==> src/rtl/t_core_ff_converter.sv <==
// Multi-lane universal flip-flop built on T-FF cores: D/JK/SR/T semantics are converted to a T excitation per lane,
// with an SR-illegal monitor (sticky flag + saturating count) and a saturating toggle-activity counter.
module t_core_ff_converter #(
  parameter int WIDTH = 4,
  parameter int CNT_W = 8
) (
  input  logic             clk,
  input  logic             rst,
  input  logic             en,
  input  logic [1:0]       mode,
  input  logic [WIDTH-1:0] a,
  input  logic [WIDTH-1:0] b,
  input  logic             clr_err,
  output logic [WIDTH-1:0] q,
  output logic [WIDTH-1:0] t_exc,
  output logic             illegal,
  output logic [CNT_W-1:0] illegal_cnt,
  output logic [CNT_W-1:0] toggle_cnt
);

  localparam int SUM_W = CNT_W + 5;
  localparam logic [SUM_W-1:0] CNT_MAX = {5'b0, {CNT_W{1'b1}}};

  localparam logic [1:0] MODE_D  = 2'b00;
  localparam logic [1:0] MODE_JK = 2'b01;
  localparam logic [1:0] MODE_SR = 2'b10;

  logic             sr_event;
  logic [SUM_W-1:0] pop;
  logic [SUM_W-1:0] tsum;

  // S=R=1 yields t=0 so an SR lane simply holds.
  always_comb begin
    t_exc = '0;
    if (en) begin
      case (mode)
        MODE_D:  t_exc = a ^ q;
        MODE_JK: t_exc = (a & ~q) | (b & q);
        MODE_SR: t_exc = (a & ~q & ~b) | (b & q & ~a);
        default: t_exc = a;
      endcase
    end
  end

  assign sr_event = en && (mode == MODE_SR) && (|(a & b));

  always_comb begin
    pop = '0;
    for (int i = 0; i < WIDTH; i++) begin
      pop = pop + SUM_W'(t_exc[i]);
    end
  end

  assign tsum = SUM_W'(toggle_cnt) + pop;

  always_ff @(posedge clk or posedge rst) begin
    if (rst) begin
      q <= '0;
    end else begin
      q <= q ^ t_exc;
    end
  end

  // An event in the same cycle as a clear restarts the count at one.
  always_ff @(posedge clk or posedge rst) begin
    if (rst) begin
      illegal     <= 1'b0;
      illegal_cnt <= '0;
    end else if (sr_event) begin
      illegal <= 1'b1;
      if (clr_err) begin
        illegal_cnt <= CNT_W'(1);
      end else if (illegal_cnt != {CNT_W{1'b1}}) begin
        illegal_cnt <= illegal_cnt + 1'b1;
      end
    end else if (clr_err) begin
      illegal     <= 1'b0;
      illegal_cnt <= '0;
    end
  end

  always_ff @(posedge clk or posedge rst) begin
    if (rst) begin
      toggle_cnt <= '0;
    end else if (tsum > CNT_MAX) begin
      toggle_cnt <= {CNT_W{1'b1}};
    end else begin
      toggle_cnt <= tsum[CNT_W-1:0];
    end
  end

endmodule

==> config.mk <==
export PLATFORM = sky130hd
export DESIGN_NAME = t_core_ff_converter
export DESIGN_NICKNAME = d
export VERILOG_FILES = /design/src/rtl/t_core_ff_converter.sv
export SDC_FILE = /design/constraint.sdc
export NUM_CORES = 1
export LEC_CHECK = 0
export BUFFER_PORTS_ARGS = -buffer_cell sky130_fd_sc_hd__buf_2
export CORE_MARGIN = 4
export CORE_UTILIZATION = 55
export DETAILED_ROUTE_END_ITERATION = 7
export GPL_TIMING_DRIVEN = 0
export HOLD_SLACK_MARGIN = 0.03
export PLACE_DENSITY_LB_ADDON = 0.3
export SETUP_SLACK_MARGIN = 0.15
export SYNTH_ARGS = -nofsm -noshare
export SYNTH_HDL_FRONTEND = slang
export SYNTH_SLANG_ARGS = --single-unit
==> constraint.sdc <==
create_clock -name clk -period 8.5 [get_ports clk]
set_input_delay 0.85 -clock clk [delete_from_list [all_inputs] [get_ports clk]]
set_output_delay 0.85 -clock clk [all_outputs]
set_load 0.02 [all_outputs]
# Yosys cells after proc, flatten, opt, wreduce, memory -nomap -nowiden
# Cells that the tools add are included.
word_totals:
  inputBits: 14
  ff_bits: 21
  output_inout_bits: 25
  word_cells: 41
op_classes:
  eq_ne: 3
  bitwise: 12
  n_lt_le_gt_ge: 1
  n_addsub: 5
  n_mux: 9
  n_reduce_logical: 7
ops:
  columns: ["operator", "n"]
  rows:
  - ["$mux W8", 5]
  - ["$and A4 B4 Y4", 5]
  - ["$not A4 Y4", 3]
  - ["$pmux W4 S3", 1]
  - ["$add A8 B4 Y9", 1]
  - ["$gt A9 B8 Y1 const B", 1]
  - ["$add A8 B1 Y8 const B", 1]
  - ["$ne A8 B8 Y1 const B", 1]
  - ["$or A4 B4 Y4", 2]
  - ["$xor A4 B4 Y4", 2]
  - ["$add A3 B1 Y4", 1]
  - ["$mux W4", 1]
  - ["$reduce_bool A2 Y1", 2]
  - ["$reduce_or A4 Y1", 1]
  - ["$add A2 B1 Y3", 1]
  - ["$add A1 B1 Y2", 1]
  - ["$eq A2 B1 Y1 const B", 1]
  - ["$eq A2 B2 Y1 const B", 1]
  - ["$logic_and A1 B1 Y1", 2]
  - ["$logic_not A2 Y1", 1]
  - ["$mux W1", 2]
  - ["$reduce_and A2 Y1", 1]

# Longest topological paths before layout
depth:
  ltp_word: 12
  depth_mapped: 13
  mapped_depth_nobuf: 13

# Least setup slack after synthesis
# Ideal clock, no wire load.
synth_timing:
  path_type: "input to register"
  from: "input a[0]"
  to: "register toggle_cnt[1]"
  required_ns: 8.429
  setup_ns: 0.071
  n_path_buf: 0
  path_slack_ns: 5.146
  arrival_ns: 3.283
  path_stages: 11
  path_cell_list: "ha_1 > o22ai_1 > o31a_1 > fa_1 > inv_1 > fa_1 > inv_1 > fa_1 > and3_1 > nand3_1 > nand2b_1"
synth_between:
  elab_chain_len: 11
  word_cells_on_any_way: 15
  cone_classes: "add/sub: 4; order compare: 1; mux: 3; bitwise: 7"
synth_rtl:
  columns: ["element", "line_no", "source"]
  rows:
  - ["start: declaration", "11", "input logic [WIDTH-1:0] a,"]
  - ["$and A4 B4 Y4 / $not A4 Y4 (equally long branches)", "38, 39", null]
  - ["$and A4 B4 Y4", "39", "MODE_SR: t_exc = (a & ~q & ~b) | (b & q & ~a);"]
  - ["$or A4 B4 Y4", "39", null]
  - ["$pmux W4 S3 (*)", "36", "case (mode)"]
  - ["$mux W4 (*)", "35", "if (en) begin"]
  - ["net t_exc[0]", "15", "output logic [WIDTH-1:0] t_exc,"]
  - ["$add A1 B1 Y2 (*)", "50", "pop = pop + SUM_W'(t_exc[i]);"]
  - ["$add A2 B1 Y3 (*)", "50", null]
  - ["$add A3 B1 Y4 (*)", "50", null]
  - ["$add A8 B4 Y9 (*)", "54", "assign tsum = SUM_W'(toggle_cnt) + pop;"]
  - ["$gt A9 B8 Y1", "85", "end else if (tsum > CNT_MAX) begin"]
  - ["$mux W8 (*)", "85", null]
  - ["end signal: assignment", "86", "toggle_cnt <= {CNT_W{1'b1}};"]
  - ["end signal: assignment", "88", "toggle_cnt <= tsum[CNT_W-1:0];"]
  - ["end: declaration", "18", "output logic [CNT_W-1:0] toggle_cnt"]
# The timed path passes the listed nets; every way through them passes the cells marked *.
# A chain may end at the register's enable or synchronous reset.

# Worst setup path after layout
layout_timing:
  from: "input mode[1]"
  to: "register toggle_cnt[1]"
layout_between:
  elab_chain_len: 9
  word_cells_on_any_way: 11
  cone_classes: "add/sub: 4; order compare: 1; eq/ne: 2; mux: 3; reduce/logical: 1"
layout_rtl:
  columns: ["element", "line_no", "source"]
  rows:
  - ["start: declaration", "10", "input logic [1:0] mode,"]
  - ["$eq A2 B2 Y1 (tied with other cells)", "36", null]
  - ["$pmux W4 S3 (*)", "36", null]
  - ["$mux W4 (*)", "35", null]
  - ["$add A1 B1 Y2", "50", null]
  - ["$add A2 B1 Y3", "50", null]
  - ["$add A3 B1 Y4 (*)", "50", null]
  - ["$add A8 B4 Y9 (*)", "54", null]
  - ["$gt A9 B8 Y1", "85", null]
  - ["$mux W8 (*)", "85", null]
# Every way passes the cells marked *; elsewhere a longest branch is shown, timed or not.

==> metrics.txt <==
Worst VDD drop 0.229 mV; Final Wtd Congestion 0.896; routed wire length ~3.1 mm; M2 GR Usage between 30% and 40%; DR DRC count 0; grt peak-use layer met2; combinational power share roughly 48%; initial antenna violation count 0; synthesis-stage register bit count 21; Cell Rows 17; Global Route met3 Usage about 4.7%; Clk Latency, worst-skew pair around 300 ps; Post-synth EDFFs 0; syn avg cell area between 9 and 10 um2; RSZ-0062 raised after global routing no; Initial Util slightly below 60%; flop-to-flop setup slack 5310 ps; GRT Util Overall around 19%; r2r startpoint q[0]$_DFF_PP0_; first-pass GRT wire length 5.24 mm; area grow syn2layout 18.2%; status finished, final reports clean; antenna cells 0; clock share of power between 10% and 20%; Worst Tran Pin Value approximately 790 ps; Synth top cells by count dfrtp_1, inv_1, nand2_1; Crit path required time around 9000 ps; ys async rst share 100%; Final setup viols 0; Port Buffer Count 37; Pre-antenna DRT Iters 4; Clock Pin Slew Worst Setup and Hold Paths roughly 110 ps; I/O pins 39; max frequency between 200 and 300 MHz; CTS root buf clkbuf_4; Slowest-stage cell, CP fa_1; Max clock buf depth 2; GR Util met1 between 20% and 30%; worst-case reg-to-reg path depth 12; CP max FO 7; H-tree levels 1; # resized after CTS 0; Critical R2R Capture toggle_cnt[1]$_DFF_PP0_; worst hold start toggle_cnt[6]$_DFF_PP0_; crit-path cells buf_2, nand2b_1, o22ai_1, o31a_1, fa_1, inv_1, fa_1, inv_1, fa_1, and3_1, nand3_1, nand2b_1; Non-Filler Instances between 200 and 250; height of the die about 58 um; delay-heaviest family, CP adder cells; CTS sink count 21; Core Area roughly 2300 um2; vias in the first global route around 1,200; max incr delay on CP between 500 and 600 ps; total die area 3320 um2; Clock Skews 4.34 ps; power per cell area about 240 nW/um2; Synth area leader dfrtp_1; DP HPWL approximately 2.4 mm; Final min period approximately 3400 ps; Sw Share between 40% and 50%; share of cells above drive strength 1 around 23%; drt via density approximately 5.9; Max-cap violations 0; top_reg_cell synth dfrtp_1; top cells by area, synth dfrtp_1, ha_1, fa_1, inv_1, a21oi_1; pin count of the biggest net entering global routing 22; Crit. End Element flip-flop; routed length per instance around 15 um; CTS Hold Bufs 0; final hold vios 0; sequential area share after synthesis about two fifths; Seq pwr share approximately 40%; fin crit share around two fifths; Setup Fix Bufs, Post-CTS 0; cell area after synthesis between 1000 and 1500 um2; warnings from Yosys 0; Final Slew Violations 0; top cell type's share of synthesized area about two fifths; P_int approximately 0.22 mW; WHS Endpoint toggle_cnt[6]$_DFF_PP0_; count of cell types in the netlist 40; Buf/Inv on CP 3; Most common cell on crit path fa_1; Max-slew headroom 47.5%; P_leak about 0.8 nW; Arr. time, crit path approximately 3600 ps; Iteration-0 DRC Markers 46; syn nets between 150 and 200; top-count cell post-synth dfrtp_1; Vias 1,255; Placed Cells incl. Taps 208; Final ANT Viol Nets 0; number of cells on the worst hold path 1; post-synthesis cell count roughly 140; setup TNS 0 ps; Num CTS Buffers 3; # nets final about 210; Hold Path Class flip-flop to flip-flop; GRT overflow 0; DIE WIDTH 57.6 um; CTS tree built; switching power about 0.17 mW; Filler Cell Count a little under 200; Setup CP Type primary input to flip-flop; Critical Path Start Type primary input
layout by cell type (no fill, tap or decap), drive strengths merged, types with 2 or more instances in the layout:
cell type and instances:
buf 38, dfrtp 21, inv 16, nand2 12
a21oi 9, nand2b 7, nand3 6, ha 6
o31a 5, xnor2 5, clkbuf 5, o21ai 4
o211a 4, o22ai 4, nand3b 4, nor2 4
and3 3, xor2 3, fa 3, a22oi 2
o41ai 2, o21bai 2, o31ai 2, or4 2
flip-flops by register name (all words and copies together), names as in the netlist:
register / count
illegal_cnt: 8
toggle_cnt: 8
illegal: 1
q: 4
worst reg2reg max path, stage by stage (launching register included):
cell	delay (ps)
dfrtp_1	400
inv_1	90
ha_1	280
o22ai_1	90
o31a_1	360
fa_1	550
inv_1	50
fa_1	370
inv_1	80
fa_1	260
and3_1	220
nand3_1	230
nand2b_1	150
layer usage:
metal  routed length [um]  share of wire [%]
met1                 1350                 44
met3                  225                7.3
met4                   20               0.65
met2                 1500                 48
met5                    0                  0
worst max path at each step:
stage,startpoint,end,cells after the start
global route,mode[1],toggle_cnt[1]$_DFF_PP0_,12
CTS,mode[1],toggle_cnt[1]$_DFF_PP0_,12
global placement,mode[1],toggle_cnt[1]$_DFF_PP0_,12
detailed placement,mode[1],toggle_cnt[1]$_DFF_PP0_,12
finish,mode[1],toggle_cnt[1]$_DFF_PP0_,12
floorplan,a[0],toggle_cnt[1]$_DFF_PP0_,11
stage by stage:
| stage | setup slack (ps) | power (mW) | cell area, um2 | hold slack [ps] | utilization (%) |
|---|---|---|---|---|---|
| floorplan | 5150 | 0.286 | 1350 | 604 | - |
| global placement | 4900 | 0.337 | 1570 | 504 | 69.2 |
| detailed placement | 4810 | 0.345 | 1570 | 514 | 69.2 |
| CTS | 5140 | 0.394 | 1600 | 530 | 70.3 |
| global route | 5030 | 0.426 | 1600 | 551 | 70.3 |
| finish | 5130 | 0.391 | 1600 | 538 | 70.3 |
area by class of cell:
cell class	instances	area (um2)	area share, %
multi-input cells	104	761	47.5
flip-flops and latches	21	526	32.8
repair buffers	37	185	11.6
inverters	16	60.1	3.75
well taps	28	35.0	2.19
clock buffers	4	26.3	1.64
plain buffers	2	7.51	0.469
cell families after synthesis:
logic type	count (synthesis)	share of synthesized area, %
DFF	21	38.8
and+or+nand+nor	45	18.5
xor gates and xnor gates	8	5.18
buffers and inverters	18	4.99
AOI/OAI and AO/OA	42	22.6
adders and majority gates	9	9.98
power by group through the flow:
stage / Combinational, mW / Clock (mW) / Sequential, mW
2_1_floorplan: 0.0999 / 0 / 0.186
3_3_place_gp: 0.183 / 0 / 0.154
3_5_place_dp: 0.189 / 0 / 0.156
4_1_cts: 0.190 / 0.0496 / 0.154
5_1_grt: 0.213 / 0.0548 / 0.159
6_report: 0.188 / 0.0483 / 0.155
Note: power is estimated with default switching activity, not from simulation.
